<file path="src/rtl/pc_pkg.sv">
// Shared types and defaults for the program-counter sequencer.
package pc_pkg;

   typedef enum logic [1:0] {
      IDLE = 2'd0,
      RUN  = 2'd1,
      DONE = 2'd2
   } state_t;

   localparam int PC_W_DEF       = 10;
   localparam int START_ADDR_DEF = 0;
   localparam int CNT_W          = 16;

endpackage

</file>
<file path="src/rtl/pc_next.sv">
// Next program-counter selection while running: stall > halt > absolute > relative > increment.
module pc_next #(
   parameter int PC_W = 10
) (
   input  logic [PC_W-1:0] pc,
   input  logic            stall,
   input  logic            halt,
   input  logic            branch_abs,
   input  logic            branch_rel,
   input  logic [7:0]      target,
   output logic [PC_W-1:0] pc_nxt
);

   // Widen to at least 8 bits so narrow PCs simply truncate the extended target.
   localparam int EW = (PC_W > 8) ? PC_W : 8;

   logic [EW-1:0] tgt_zx;
   logic [EW-1:0] tgt_sx;

   assign tgt_zx = EW'(target);
   assign tgt_sx = EW'($signed(target));

   always_comb begin
      pc_nxt = pc;
      if (stall || halt) begin
         pc_nxt = pc;
      end else if (branch_abs) begin
         pc_nxt = tgt_zx[PC_W-1:0];
      end else if (branch_rel) begin
         pc_nxt = pc + tgt_sx[PC_W-1:0];
      end else begin
         pc_nxt = pc + PC_W'(1);
      end
   end

endmodule

</file>
<file path="src/rtl/pc_ctrl.sv">
// Program sequencer: IDLE/RUN/DONE handshake around a program counter and run-cycle counter.
//
// state | meaning
// IDLE  | PC parked at START_ADDR, waiting for start
// RUN   | fetching; PC advances per pc_next, cycle count increments
// DONE  | halted; PC and count frozen until host ack
module pc_ctrl
   import pc_pkg::*;
#(
   parameter int PC_W       = PC_W_DEF,
   parameter int START_ADDR = START_ADDR_DEF
) (
   input  logic             clk,
   input  logic             rst_n,
   input  logic             start,
   input  logic             ack,
   input  logic             stall,
   input  logic             halt,
   input  logic             branch_abs,
   input  logic             branch_rel,
   input  logic [7:0]       target,
   output logic [PC_W-1:0]  prog_ctr,
   output logic             running,
   output logic             done,
   output logic [CNT_W-1:0] cycle_cnt
);

   localparam logic [PC_W-1:0] START_PC = PC_W'(START_ADDR);

   state_t          state;
   logic [PC_W-1:0] pc_nxt;

   pc_next #(.PC_W(PC_W)) u_pc_next (
      .pc         (prog_ctr),
      .stall      (stall),
      .halt       (halt),
      .branch_abs (branch_abs),
      .branch_rel (branch_rel),
      .target     (target),
      .pc_nxt     (pc_nxt)
   );

   always_ff @(posedge clk or negedge rst_n) begin
      if (!rst_n) begin
         state     <= IDLE;
         prog_ctr  <= START_PC;
         cycle_cnt <= '0;
         running   <= 1'b0;
         done      <= 1'b0;
      end else begin
         case (state)
            IDLE: begin
               prog_ctr <= START_PC;
               if (start) begin
                  state     <= RUN;
                  cycle_cnt <= '0;
                  running   <= 1'b1;
               end
            end
            RUN: begin
               prog_ctr <= pc_nxt;
               if (cycle_cnt != {CNT_W{1'b1}}) begin
                  cycle_cnt <= cycle_cnt + CNT_W'(1);
               end
               // Stall outranks halt, so a stalled halt stays in RUN.
               if (halt && !stall) begin
                  state   <= DONE;
                  running <= 1'b0;
                  done    <= 1'b1;
               end
            end
            DONE: begin
               if (ack) begin
                  state    <= IDLE;
                  prog_ctr <= START_PC;
                  done     <= 1'b0;
               end
            end
            default: begin
               state    <= IDLE;
               prog_ctr <= START_PC;
               running  <= 1'b0;
               done     <= 1'b0;
            end
         endcase
      end
   end

endmodule

</file>
<file path="config.mk">
export PLATFORM = sky130hd
export DESIGN_NAME = pc_ctrl
export DESIGN_NICKNAME = d
export VERILOG_FILES = /design/src/rtl/pc_pkg.sv /design/src/rtl/pc_next.sv /design/src/rtl/pc_ctrl.sv
export SDC_FILE = /design/constraint.sdc
export NUM_CORES = 1
export LEC_CHECK = 0
export CAP_MARGIN = 20
export CORE_UTILIZATION = 35
export CTS_CLUSTER_DIAMETER = 50
export DETAILED_ROUTE_END_ITERATION = 10
export PLACE_DENSITY = 0.62
export SLEW_MARGIN = 20
export SYNTH_ARGS = -nofsm -noshare
export SYNTH_HDL_FRONTEND = slang
export SYNTH_SLANG_ARGS = --single-unit
export TNS_END_PERCENT = 5
</file>
<file path="constraint.sdc">
create_clock -name clk -period 2.87 [get_ports clk]
set_clock_uncertainty 0.2 [all_clocks]
set_input_delay 0.861 -clock clk [delete_from_list [all_inputs] [get_ports clk]]
set_output_delay 0.861 -clock clk [all_outputs]
set_load 0.02 [all_outputs]
</file>
### After elaboration in Yosys (flattened, before gate mapping)

Index checks and enable logic that the tools add are counted.
Widths: inputs -> output; s select.

* word-level logic and storage cells: 46
* register bits: 30

* $add $sub $neg: 3
* reduce and logical (&&, ||, !) cells: 10
* equality and inequality tests: 8
* bitwise operators: 2
* muxes and demuxes: 18

Operator list (count)
* $mux 10: 4
* $mux 16: 2
* $pmux 16 s2: 1
* $pmux 10 s2: 1
* $add 16x1->16 const B: 1
* $ne 16x16->1 const B: 1
* $reduce_and 3->1: 4
* $add 10x1->10 const B: 1
* $add 10x10->10: 1
* $ne 2x2->1 const B: 5
* $mux 2: 3
* $pmux 1 s3: 2
* $pmux 2 s3: 1
* $mux 1: 4
* $eq 2x1->1 const B: 1
* $eq 2x2->1 const B: 1
* $logic_not 2->1: 1
* $not 1->1: 2
* $reduce_and 2->1: 1
* $reduce_bool 2->1: 1
* $logic_and 1x1->1: 1
* $logic_not 1->1: 1
* $logic_or 1x1->1: 1

### Longest topological paths before layout

Gate-level depths: netlist (run 1).

* depth in word-level cells: 5
* depth in mapped cells: 9
* gate-level depth less buffers: 9

### Modules after synthesis

From an unflattened synthesis (run 1), not the netlist that was laid out.

* cell total of the unflattened synthesis: 262
* area total of the unflattened synthesis: 2138.3 sq um

Modules (own cells, without submodules)
* pc_ctrl: cells an instance 164, times used 1, area an instance 1470.2 sq um, seq. area each 750.7 sq um
* pc_next: cells an instance 98, times used 1, area an instance 668.1 sq um, seq. area each 0.0 sq um

### Worst setup path after synthesis (run 1)

Ideal clock, no wire load.

* path type: in2reg
* start point: input target[0]
* end point: register prog_ctr[6]
* path buffers: 0
* arrival: 2.446 ns
* cell stages on the path: 9
* slack: 0.094 ns
* required time: 2.540 ns
* cells stage by stage: nand2b_1 ha_1 fa_1 a21o_1 a21oi_1 o21ai_0 a21oi_1 xor2_1 o21ai_0

* word-level cells in the longest chain between the ends: 5

Ends and longest elaborated chain
* from (decl): line pc_ctrl.sv:21 `input logic [7:0] target,`
* $add 10x10->10: line pc_next.sv:30 `pc_nxt = pc + tgt_sx[PC_W-1:0];`
* $mux 10: line pc_next.sv:29 `end else if (branch_rel) begin`
* $mux 10: line pc_next.sv:27 `end else if (branch_abs) begin`
* $mux 10: line pc_next.sv:25 `if (stall || halt) begin`
* $pmux 10 s2: line pc_ctrl.sv:51 `case (state)`
* to (signal assigned): line pc_ctrl.sv:61 `prog_ctr <= pc_nxt;`
* to (decl): line pc_ctrl.sv:22 `output logic [PC_W-1:0] prog_ctr,`

No other way between the ends. The select of a mux whose other input is x is not followed.
A chain may end at the register's enable or synchronous reset.

### Worst setup path after layout (run 1)

* start point: input branch_rel
* end point: register prog_ctr[9]

* word-level cells in the longest chain between the ends: 4

Ends and longest elaborated chain
* from (decl): line pc_ctrl.sv:20 `input logic branch_rel,`
* $mux 10: line pc_next.sv:29
* $mux 10: line pc_next.sv:27
* $mux 10: line pc_next.sv:25
* $pmux 10 s2: line pc_ctrl.sv:51

No other way between the ends. The select of a mux whose other input is x is not followed.

==> results of run 1 <==
==> kinds of logic (layout without fill, tap and decap cells) <==
kind of cell             after synthesis  count (layout)  synth area share [%]
adder cells (fa/ha/maj)               11              11                  7.73
AND/OR/NAND/NOR                       83              83                  23.3
buffers and inverters                 10              84                  2.07
AO/OA/AOI/OAI                         50              50                  16.5
multiplexers                           2               2                  1.07
flip-flops                            30              30                  40.0
XOR/XNOR                              20              20                  9.33
==> how the worst min path moves through the flow <==
stage / start / to / slack (ps) / depth (start not counted)
5_1_grt: prog_ctr[9] / prog_ctr[9] / 360 / 2
2_1_floorplan: state[1] / done / 330 / 1
4_1_cts: prog_ctr[9] / prog_ctr[9] / 340 / 2
3_5_place_dp: prog_ctr[8] / prog_ctr[8] / 320 / 2
6_report: prog_ctr[9] / prog_ctr[9] / 340 / 2
3_3_place_gp: done / done / 300 / 2
==> synthesized netlist by cell type, drive strengths merged (2+ instances only) <==
cell    number  area [sq um]
dfrtp       30           751
nand2       23          86.3
nor2        20          75.1
o21ai       19          95.1
a21oi       16          80.1
xor2        13           114
ha          10           125
nand3       10          55.1
and2         8          50.1
inv          7          26.3
xnor2        7          61.3
and3         4          30.0
nand4        4          40.0
or3          4          30.0
a32oi        3          26.3
clkbuf       2          7.51
mux2i        2          20.0
nor3         2          10.0
o311ai       2          17.5
==> placed cells by master (no fill, tap or decap), types with 2 or more instances in the layout <==
cell type / n
and2_1: 7
ha_1: 8
dfrtp_1: 30
dlymetal6s2s_1: 2
mux2i_1: 2
clkbuf_8: 6
a21oi_2: 4
nand3_1: 9
a32oi_1: 3
nor2_1: 20
xor2_1: 13
inv_1: 7
a21oi_1: 12
and3_1: 3
nand4_1: 3
or3_1: 3
nand2_1: 23
o21ai_1: 7
o21ai_0: 12
nor3_1: 2
buf_4: 28
o311ai_0: 2
xnor2_1: 7
clkdlybuf4s50_1: 40
==> stage by stage <==
stage,TNS (ps),hold WS [ps],setup slack (ps),cells
detailed placement,-2690,322,-533,341
global route,0,359,27.7,350
floorplan,0,327,93.7,206
finish,0,338,90.6,350
CTS,-6.37,338,-6.37,348
global placement,-2410,303,-469,341
==> layer usage <==
metal  routed length, um  vias to the layer above  GRT usage [%]
met5                   0                        -              0
met1                2090                      830           23.2
li1                    -                      886              -
met2                2310                       44           30.2
met4                 104                        0           7.41
met3                 188                        8           4.02
==> registers in the layout (all words and copies together) (netlist names) <==
register / count
cycle_cnt: 16
prog_ctr: 10
state: 2
done: 1
running: 1
==> where the power goes <==
group          switching [mW]  internal, mW  leakage (nW)
registers              0.0843         0.485         0.403
logic                   0.276         0.261         0.763
clock network           0.150         0.185        0.0431
==> cell type report <==
class	instances	area, sq um	share of cell area, %
Multi-Input combinational cell	166	1130	41.5
Sequential cell	30	751	27.6
Timing Repair Buffer	71	644	23.7
Tap cell	70	87.6	3.22
Clock buffer	6	82.6	3.03
Inverter	7	26.3	0.966
==> critical path: stages <==
cell and delay [ps]:
dlygate4sd2_1 290, buf_4 170, and2_1 170, ha_1 350
nand4_1 130, o221ai_1 220, a21oi_2 60, xor2_1 150
or3_1 300, o21ai_1 80
==> timing repair <==
item	4_1_cts	5_1_grt
pin swaps	3	7
resized for setup	6	9
endpoints found under the setup margin	6	6
hold buffers	0	0
setup buffers	1	2
==> summary.txt, run 1 <==
STA
  – Period utilization: 96.8%
  – Fin. Hold Viols: 0
  – Minimum clock period: 2780 ps
  – Relative slew slack: 43.2%
  – RSZ-0062 raised after global routing: false
  – Worst-Margin Slew: 846 ps
  – Pins over their slew limit: 0
  – Final setup viols: 0
  – Fmax: 0.360 GHz

Detailed routing
  – Total number of vias: 1768
  – Residual DRC: 0
  – Vias per Instance: 5.05
  – Final WL: 4.70 mm
  – DRT Pass-1 Iters: 4
  – Wire per inst: 13.4 um
  – Post-detailed-route count of antenna-violating nets: 0
  – Initial DRC count: 60

Clock tree
  – CTS Root Cell: clkbuf_8
  – CTS clk-pin slew, worst paths: 60 ps
  – TritonCTS clock tree: done
  – CTS Buffer Depth: 2
  – Htree depth: 2
  – Worst skew pair latency: 280 ps
  – TritonCTS Sinks: 30
  – CTS Buf Count: 5

Logic synthesis
  – Netlist Area Pre-Place: 1880 sq um
  – Synth Flop Type: dfrtp_1
  – Sequential fraction of the synthesis area: 40.0%
  – Mapped Cells: 206
  – Post-synth EDFFs: 0
  – Distinct cells, synth: 44
  – Synth warn: 0
  – Asr flop ratio synth: 100%
  – Mean post-synth cell area: 9.11 sq um
  – Synth Register Bits: 30
  – Syn_nets: 233

Worst setup path
  – Worst Path Arrival: 2780 ps
  – R2r setup slk: 730 ps
  – CP endpoint: prog_ctr[9]
  – Reg-to-reg startpoint: prog_ctr[0]
  – Worst setup path startpoint: branch_rel
  – End of the worst register-to-register path: prog_ctr[6]
  – Largest fanout on the critical path: 6
  – Reg2Reg Depth: 8
  – Critical Path Source Type: primary input
  – Worst EP required: 2870 ps
  – Crit. End Element: flip-flop
  – Setup CP Type: in -> reg

Run
  – Maxcap violations: 0

Die
  – Die width: 75.2 um
  – Core Area: 5140 sq um
  – Die Y: 75.2 um
  – Num rows: 26
  – Ports: 44
  – Die ar.: 5660 sq um
  – Starting density of the core: 36.5%

Placed design
  – DP HPWL: 3.51 mm
  – Routability Congestion: 0.858
  – Placed cell area: 2570 sq um
  – IO buf count: 43

Global routing
  – Vias in the first global route: 1623
  – First-pass GRT wire length: 7.56 mm
  – Gr ovfl total: 0
  – Initial antenna violation count: 0
  – Largest net degree at the start of global routing: 31
  – All-layer global routing usage: 18.3%

Worst hold path
  – Tightest Hold Check Type: reg -> reg

Power and ir drop
  – Leak pwr: 1.21 nW
  – Overall Power: 1.44 mW
  – Peak supply drop: 0.000216 V
  – Power Density: 530 nW/um^2

Cells and area
  – Final instance area: 2720 sq um
  – Layout cells sized above 1: 17.5%
  – Util after Layout: 52.9%
  – Area grow syn2layout: 45.0%
  – Antenna Cells: 0
  – Nets: 308
  – Fill cells: 520

Status
  – Status: finished, final reports clean
(Power assumes the default switching activity.)
==> inputs of run 2 (changes only) <==
Settings changed: DONT_BUFFER_PORTS set to 1, PLACE_DENSITY 0.62 to 0.52.
==> summary.txt, run 2 (synthesized netlist as in run 1, its figures left out) <==
Global routing
  – Vias in the first global route: 1454
  – Gr ovfl total: 0
  – Grt met1 use: 19.4%
  – Largest net degree at the start of global routing: 31
  – All-layer global routing usage: 16.1%
  – Met3 GRT Util: 6.16%
  – Grt peak-use layer: met2
  – First-pass GRT wire length: 6.79 mm
  – Initial antenna violation count: 0
  – Met2 Usage GRT: 26.4%

Clock tree
  – CTS clk-pin slew, worst paths: 70 ps
  – CTS Root Cell: clkbuf_8
  – CTS Buf Count: 5
  – TritonCTS Sinks: 30
  – Worst skew pair latency: 280 ps
  – CTS Buffer Depth: 2
  – Post CTS Setup Buffer Count: 0
  – # hold bufs at CTS: 0
  – Post-CTS Resized: 0
  – Htree depth: 2
  – TritonCTS clock tree: done

Die
  – Num rows: 26
  – Ports: 44
  – Core Area: 5140 sq um
  – Starting density of the core: 36.5%
  – Die Y: 75.2 um
  – Die width: 75.2 um
  – Die ar.: 5660 sq um

Worst setup path
  – Worst setup path startpoint: target[0]
  – CP Cell Sequence: nand2b_1 -> ha_1 -> fa_1 -> a21o_1 -> a21oi_1 -> o21ai_0 -> a21oi_1 -> xor2_1 -> o21ai_0
  – Crit. End Element: flip-flop
  – Worst Path Arrival: 2600 ps
  – CP peak stage delay: 390 ps
  – CP top delay family: compound AO/OA/AOI/OAI gates
  – R2r setup slk: 410 ps
  – Worst EP required: 2830 ps
  – Critical Path Source Type: primary input
  – Setup CP Type: in -> reg
  – Largest fanout on the critical path: 3
  – Reg-to-reg startpoint: prog_ctr[0]
  – CP max stage cell: fa_1
  – Buffer and inverter count on the worst path: 0

Cells and area
  – Nets: 241
  – Most common cell after layout, fill and taps aside: dfrtp_1
  – Final instance area: 2070 sq um
  – Max reg flops: 16
  – Antenna Cells: 0
  – Largest Register: cycle_cnt
  – Largest regs: cycle_cnt: 16 flops, prog_ctr: 10 flops, state: 2 flops
  – Layout cells sized above 1: 7.91%
  – Area grow syn2layout: 10.5%
  – Most frequent cells in the layout: dfrtp_1, nand2_1, nor2_1

Detailed routing
  – Residual DRC: 0
  – Post-detailed-route count of antenna-violating nets: 0
  – Wire per inst: 14.6 um
  – Vias per Instance: 5.25
  – Final WL: 4.16 mm
  – Initial DRC count: 72
  – DRT Pass-1 Iters: 4
  – Total number of vias: 1497

Placed design
  – Placed cell area: 1980 sq um
  – Routability Congestion: 0.790
  – IO buf count: 0
  – DP HPWL: 3.06 mm

STA
  – Period utilization: 91.8%
  – Relative slew slack: 63.1%
  – Final setup viols: 0
  – Fin. Hold Viols: 0
  – Worst-Margin Slew: 549 ps
  – Fmax: 0.380 GHz
  – RSZ-0062 raised after global routing: false
  – Pins over their slew limit: 0
  – Minimum clock period: 2630 ps

Status
  – Status: finished, final reports clean

Run
  – Maxcap violations: 0

Power and ir drop
  – Overall Power: 1.26 mW
  – Leak pwr: 0.916 nW
  – Peak supply drop: 0.000165 V
  – Power Density: 610 nW/um^2

Worst hold path
  – Tightest Hold Check Type: in -> async
[run 2: changes by cell type in the layout (fill, tap and decap cells not counted), moves of 2 or more]
cell             delta
clkdlybuf4s50_1    -40
buf_4              -24
a21oi_1             +4
a21oi_2             -4
o21ai_0             +3
o21ai_1             -3
dlymetal6s2s_1      -2
ha_1                +2
[run 2: final timing paths]
kind,endpoint,cells after the start
max in group asynchronous,done,0
hold reg to reg,running,1
setup / recovery,prog_ctr[6],9
hold / removal,cycle_cnt[6],0
min in group clk,running,1
setup reg to reg,prog_ctr[6],8
[run 2: power by group]
part | leakage (nW) | total, mW | internal, mW | switching [mW]
clock | 0.0482 | 0.356 | 0.193 | 0.163
combinational | 0.464 | 0.264 | 0.114 | 0.150
sequential | 0.403 | 0.645 | 0.483 | 0.161
[run 2: layout make-up]
type                    count  area [sq um]
clock buffers               7          86.3
clock inverters             1          5.00
fillers                   544          3070
inverters                   7          26.3
multi-input cells         166          1090
flip-flops and latches     30           751
well taps                  70          87.6
repair buffers              4          30.0
[run 2: through the flow]
step	std cells	hold WS (ps)	setup slack, ps	util (%)	setup TNS [ps]
CTS	285	54.1	254	40.3	0
global placement	277	366	-10.8	38.6	-10.8
floorplan	206	327	93.7	-	0
global route	285	49.8	149	40.3	0
finish	285	66.6	235	40.3	0
detailed placement	277	366	-40.0	38.6	-40.0
[run 2: metal layers]
metal	part of all wire [%]	vias to the layer above
li1	-	749
met1	44	699
met2	46	42
met3	8.4	7
met4	1.4	0
met5	0	-
==> inputs of run 3 (changes only) <==
Settings changed: SLEW_MARGIN 20 to unset.
==> results of run 3 <==
Same layout as run 2: the final DEF is identical, and so are final timing and power.
